$ cat config.mk
export PLATFORM = sky130hd
export DESIGN_NAME = decode_cycle
export DESIGN_NICKNAME = d
export VERILOG_FILES = /design/src/rtl/decode_cycle.sv
export SDC_FILE = /design/constraint.sdc
export NUM_CORES = 2
export LEC_CHECK = 0
export ABC_CLOCK_PERIOD_IN_PS = 2000
export CORE_ASPECT_RATIO = 1.75
export CORE_UTILIZATION = 50
export CTS_BUF_LIST = sky130_fd_sc_hd__clkbuf_4 sky130_fd_sc_hd__clkbuf_8
export DETAILED_ROUTE_END_ITERATION = 6
export PLACE_DENSITY = 0.75
export SYNTH_ARGS = -nofsm -noshare
export SYNTH_HDL_FRONTEND = slang
export SYNTH_SLANG_ARGS = --single-unit
export TNS_END_PERCENT = 1
$ cat constraint.sdc
create_clock -name clk -period 2 [get_ports clk]
set_input_delay 0.3 -clock clk [delete_from_list [all_inputs] [get_ports clk]]
set_output_delay 0.3 -clock clk [all_outputs]
set_load 0.01 [all_outputs]
$ cat src/rtl/decode_cycle.sv
// RV32I decode stage: control/ALU decode, immediate extension, 32x32 register file and ID/EX register.
// Macro REGFILE_BYPASS_EN selects write-first register reads; undefined gives read-first.
module decode_cycle (
   input  logic        clk,
   input  logic        rst,
   input  logic [31:0] instr_d,
   input  logic [31:0] pc_d,
   input  logic [31:0] pcplus4_d,
   input  logic        flush_e,
   input  logic        regwrite_w,
   input  logic [4:0]  rd_w,
   input  logic [31:0] result_w,
   output logic        regwrite_e,
   output logic        memwrite_e,
   output logic        jump_e,
   output logic        branch_e,
   output logic        alusrc_e,
   output logic [1:0]  resultsrc_e,
   output logic [2:0]  alucontrol_e,
   output logic [31:0] rd1_e,
   output logic [31:0] rd2_e,
   output logic [31:0] imm_ext_e,
   output logic [31:0] pc_e,
   output logic [31:0] pcplus4_e,
   output logic [4:0]  rs1_e,
   output logic [4:0]  rs2_e,
   output logic [4:0]  rd_e,
   output logic [4:0]  rs1_d,
   output logic [4:0]  rs2_d,
   output logic        illegal_e
);

   localparam logic [6:0] OP_LW   = 7'b0000011;
   localparam logic [6:0] OP_SW   = 7'b0100011;
   localparam logic [6:0] OP_R    = 7'b0110011;
   localparam logic [6:0] OP_IALU = 7'b0010011;
   localparam logic [6:0] OP_BEQ  = 7'b1100011;
   localparam logic [6:0] OP_JAL  = 7'b1101111;

   typedef enum logic [1:0] {IMM_I, IMM_S, IMM_B, IMM_J} imm_src_t;

   logic [6:0]  opcode;
   logic [2:0]  funct3;
   logic        funct7_5;
   logic [4:0]  rd_d;

   logic        regwrite_d, memwrite_d, jump_d, branch_d, alusrc_d, illegal_d;
   logic [1:0]  resultsrc_d;
   logic [2:0]  alucontrol_d;
   logic        alu_by_funct;
   imm_src_t    immsrc_d;
   logic [31:0] imm_ext_d;
   logic [31:0] rd1_d, rd2_d;

   logic [31:0] regs [32];

   assign opcode   = instr_d[6:0];
   assign funct3   = instr_d[14:12];
   assign funct7_5 = instr_d[30];
   assign rd_d     = instr_d[11:7];
   assign rs1_d    = instr_d[19:15];
   assign rs2_d    = instr_d[24:20];

   always_comb begin
      regwrite_d   = 1'b0;
      memwrite_d   = 1'b0;
      jump_d       = 1'b0;
      branch_d     = 1'b0;
      alusrc_d     = 1'b0;
      illegal_d    = 1'b0;
      resultsrc_d  = 2'b00;
      alu_by_funct = 1'b0;
      immsrc_d     = IMM_I;
      case (opcode)
         OP_LW: begin
            regwrite_d  = 1'b1;
            alusrc_d    = 1'b1;
            resultsrc_d = 2'b01;
         end
         OP_SW: begin
            memwrite_d = 1'b1;
            alusrc_d   = 1'b1;
            immsrc_d   = IMM_S;
         end
         OP_R: begin
            regwrite_d   = 1'b1;
            alu_by_funct = 1'b1;
         end
         OP_IALU: begin
            regwrite_d   = 1'b1;
            alusrc_d     = 1'b1;
            alu_by_funct = 1'b1;
         end
         OP_BEQ: begin
            branch_d = 1'b1;
            immsrc_d = IMM_B;
         end
         OP_JAL: begin
            regwrite_d  = 1'b1;
            jump_d      = 1'b1;
            resultsrc_d = 2'b10;
            immsrc_d    = IMM_J;
         end
         default: illegal_d = 1'b1;
      endcase
   end

   // Only register-register ops can subtract on funct3=000; addi with imm bit 30 set stays add.
   always_comb begin
      alucontrol_d = 3'b000;
      if (opcode == OP_BEQ) begin
         alucontrol_d = 3'b001;
      end else if (alu_by_funct) begin
         case (funct3)
            3'b000:  alucontrol_d = (opcode == OP_R && funct7_5) ? 3'b001 : 3'b000;
            3'b010:  alucontrol_d = 3'b101;
            3'b110:  alucontrol_d = 3'b011;
            3'b111:  alucontrol_d = 3'b010;
            default: alucontrol_d = 3'b000;
         endcase
      end
   end

   always_comb begin
      imm_ext_d = '0;
      case (immsrc_d)
         IMM_I: imm_ext_d = {{20{instr_d[31]}}, instr_d[31:20]};
         IMM_S: imm_ext_d = {{20{instr_d[31]}}, instr_d[31:25], instr_d[11:7]};
         IMM_B: imm_ext_d = {{20{instr_d[31]}}, instr_d[7], instr_d[30:25], instr_d[11:8], 1'b0};
         IMM_J: imm_ext_d = {{12{instr_d[31]}}, instr_d[19:12], instr_d[20], instr_d[30:21], 1'b0};
         default: imm_ext_d = '0;
      endcase
   end

   always_ff @(posedge clk) begin
      if (rst) begin
         for (int i = 0; i < 32; i++) regs[i] <= '0;
      end else if (regwrite_w && rd_w != 5'd0) begin
         regs[rd_w] <= result_w;
      end
   end

`ifdef REGFILE_BYPASS_EN
   always_comb begin
      rd1_d = '0;
      rd2_d = '0;
      if (rs1_d != 5'd0)
         rd1_d = (regwrite_w && rd_w == rs1_d) ? result_w : regs[rs1_d];
      if (rs2_d != 5'd0)
         rd2_d = (regwrite_w && rd_w == rs2_d) ? result_w : regs[rs2_d];
   end
`else
   always_comb begin
      rd1_d = '0;
      rd2_d = '0;
      if (rs1_d != 5'd0) rd1_d = regs[rs1_d];
      if (rs2_d != 5'd0) rd2_d = regs[rs2_d];
   end
`endif

   always_ff @(posedge clk) begin
      if (rst || flush_e) begin
         regwrite_e   <= 1'b0;
         memwrite_e   <= 1'b0;
         jump_e       <= 1'b0;
         branch_e     <= 1'b0;
         alusrc_e     <= 1'b0;
         resultsrc_e  <= 2'b00;
         alucontrol_e <= 3'b000;
         rd1_e        <= '0;
         rd2_e        <= '0;
         imm_ext_e    <= '0;
         pc_e         <= '0;
         pcplus4_e    <= '0;
         rs1_e        <= '0;
         rs2_e        <= '0;
         rd_e         <= '0;
         illegal_e    <= 1'b0;
      end else begin
         regwrite_e   <= regwrite_d;
         memwrite_e   <= memwrite_d;
         jump_e       <= jump_d;
         branch_e     <= branch_d;
         alusrc_e     <= alusrc_d;
         resultsrc_e  <= resultsrc_d;
         alucontrol_e <= alucontrol_d;
         rd1_e        <= rd1_d;
         rd2_e        <= rd2_d;
         imm_ext_e    <= imm_ext_d;
         pc_e         <= pc_d;
         pcplus4_e    <= pcplus4_d;
         rs1_e        <= rs1_d;
         rs2_e        <= rs2_d;
         rd_e         <= rd_d;
         illegal_e    <= illegal_d;
      end
   end

endmodule

==> reports/results.tsv <==
metric	value	unit
outcome	finished, final reports clean	
ir_drop	0.530	mV
tightest_slew	1150	ps
async_flop_share	0	%
setup_violations	0	
syn2layout_area_growth	22.7	%
vias_per_cell	6.27	
drtPass1Iterations	6	
stdcell_count	6703	
hold_viol_final	0	
ys_ff_latch	1198	
ys_top_cells_by_area	edfxtp_1, mux4_2, and2_1	
timing.final.crit_share	98.6	%
drtIter0Drc	4675	
core	119000	µm²
clkSinkCount	1198	
slowest_stage	mux4_2	
syn-mean-instance-area	13.8	µm²
clock_latency	910	ps
cts_buffers	172	
setup_tns	0	ps
htreeDepth	4	
synth_cells	4344	
worst_hold_path_type	input pin to flip-flop	
synth_warnings	0	
wire_per_inst	29.4	µm
leakagePower	28.4	nW
cpMostUsedCell	buf_4	
dp_hpwl	134000	µm
syn_area	60100	µm²
rrSetupSlack	30	ps
place_congestion	0.917	
crit_path_start	regs[11][27]	
worstSetupPathType	flip-flop to flip-flop	
drive_above_1_share	27.0	%
synth_top_area_share	51.2	%
seq_area_frac_synth	57.0	%
yosysTopAreaCell	edfxtp_1	
worstPathMaxFanout	2	
drc	0	
cts_tree	done	
antenna_found_initial	15	
die_h	460	µm
drv_slew	0	
root_buffer	clkbuf_8	
totalWireLength	197000	µm
finalClockSkew	30.1	ps
critPathCaptureType	flip-flop	
num_io_pins	333	
clock_path_buffers	3	
grt_usage	32.3	%
portBuffers	332	
required	2790	ps
period_needed	1970	ps
dpl.cell_count	6298	
final_cell_mix	and2_1, edfxtp_1, mux2i_1, buf_4, mux4_2	
fmax	0.507	GHz
floorplan.die.width	264	µm
r2r-start	regs[11][27]	
initial_core_util	50.6	%
p_per_area	786	nW/µm²
finalInstanceArea	73700	µm²
vias	42000	
ant_nets	0	
synth_ff_type	edfxtp_1	
relSlewSlack	22.9	%
overflow	0	
hp-start	pc_d[25]	
std_cell_rows	167	
dieArea	122000	µm²
fin_nets	5170	
dpl_cell_area	69300	µm²
synth_edf_count	1024	
critical_path_arrival	2770	ps
crit_chain	mux4_2 -> mux2_2 -> a221oi_2 -> buf_4 -> a31oi_1 -> buf_4	
ys_types	40	
cap_violations	0	
grt_pass1_vias	43800	
grt_setup_unrepaired	true	
grt_max_degree	46	
clk_pin_slew	60	ps
slowest_delay	490	ps
grt_pass1_wl	282000	µm
critPathLaunchType	flip-flop	
layout_commonest_cell	and2_1	
## logic make-up (layout without fill, tap and decap cells)
| logic type | count (synthesis) | in the layout | synth area share [%] |
|---|---|---|---|
| AO/OA/AOI/OAI | 335 | 335 | 3.74 |
| buffers and inverters | 455 | 1257 | 3.65 |
| AND/OR/NAND/NOR | 1479 | 1479 | 14.4 |
| other | 1 | 37 | 0.00624 |
| flip-flops | 1198 | 1198 | 57.0 |
| multiplexers | 876 | 876 | 21.2 |
## flip-flops by register name, indices dropped and copies added, names as in the netlist, 2 cells and up
register / flops
pcplus4_e: 32
imm_ext_e: 21
pc_e: 32
resultsrc_e: 2
rs2_e: 5
alucontrol_e: 3
rd_e: 5
rd1_e: 32
rd2_e: 32
regs: 1024
rs1_e: 5
## worst paths after layout
check	to	depth (start not counted)
setup / recovery	rd2_e[27]	6
hold / removal	pc_e[25]	2
setup reg to reg	rd2_e[27]	6
hold reg to reg	rd2_e[4]	4
## synth_stat cells, drive strengths merged, types with 20 or more instances
master / number
a21oi: 76
a221oi: 32
a22oi: 84
a31oi: 78
and2: 1080
and3: 20
buf: 153
clkbuf: 298
dfxtp: 174
edfxtp: 1024
mux2: 140
mux2i: 432
mux4: 304
nand2: 198
nand4: 53
nor2: 45
o211ai: 21
o22ai: 33
or2: 34
## through the flow
step,setup WS [ps],hold WS [ps],power [mW],utilization (%)
final,28.3,59.2,57.9,62.1
after floorplan,19.9,377,33.4,-
after detailed placement,-460,784,37.2,58.4
after global routing,-35.7,7.02,59.4,62.1
after global placement,-431,774,37.0,58.4
after CTS,-47.1,1.17,57.9,62.1
## area by class of cell
cell class / instances / area [µm²]
fill: 8656 / 45000
sequential: 1198 / 34300
multi-input combinational: 2722 / 24100
timing repair buffer: 935 / 9780
clock buffer: 248 / 3090
tap: 1521 / 1900
clock inverter: 70 / 606
inverter: 4 / 15.0
antenna: 5 / 12.5
## layer usage
metal | part of all wire [%] | up-vias | global-route usage [%] | wire length, µm
met5 | 0.022 | - | 0 | 44
met4 | 7.4 | 6 | 21.8 | 14600
li1 | - | 17500 | - | -
met3 | 9.5 | 891 | 6.74 | 18800
met2 | 50 | 2861 | 56.4 | 98700
met1 | 33 | 20800 | 35.1 | 64700
## power breakdown
| part | internal (mW) | switching [mW] |
|---|---|---|
| logic | 3.67 | 3.97 |
| clock network | 11.3 | 9.78 |
| registers | 28.4 | 0.776 |
## repair_timing
action / 4_1_cts / 5_1_grt
hold buffers: 79 / 0
buffers inserted: 3 / 0
resized for setup: 230 / 19
gates cloned: 0 / 0
pin swaps: 0 / 1
setup endpoints to repair: 189 / 18
endpoints found under the hold margin: 91 / 0
## worst max-delay path: cells and delay by family (launching register included)
kind / cells / cell delay, ps
buffers and inverters: 2 / 300
multiplexers: 2 / 810
AO/OA/AOI/OAI: 2 / 360
flip-flops: 1 / 400
Power figures use the tool's default switching activity.
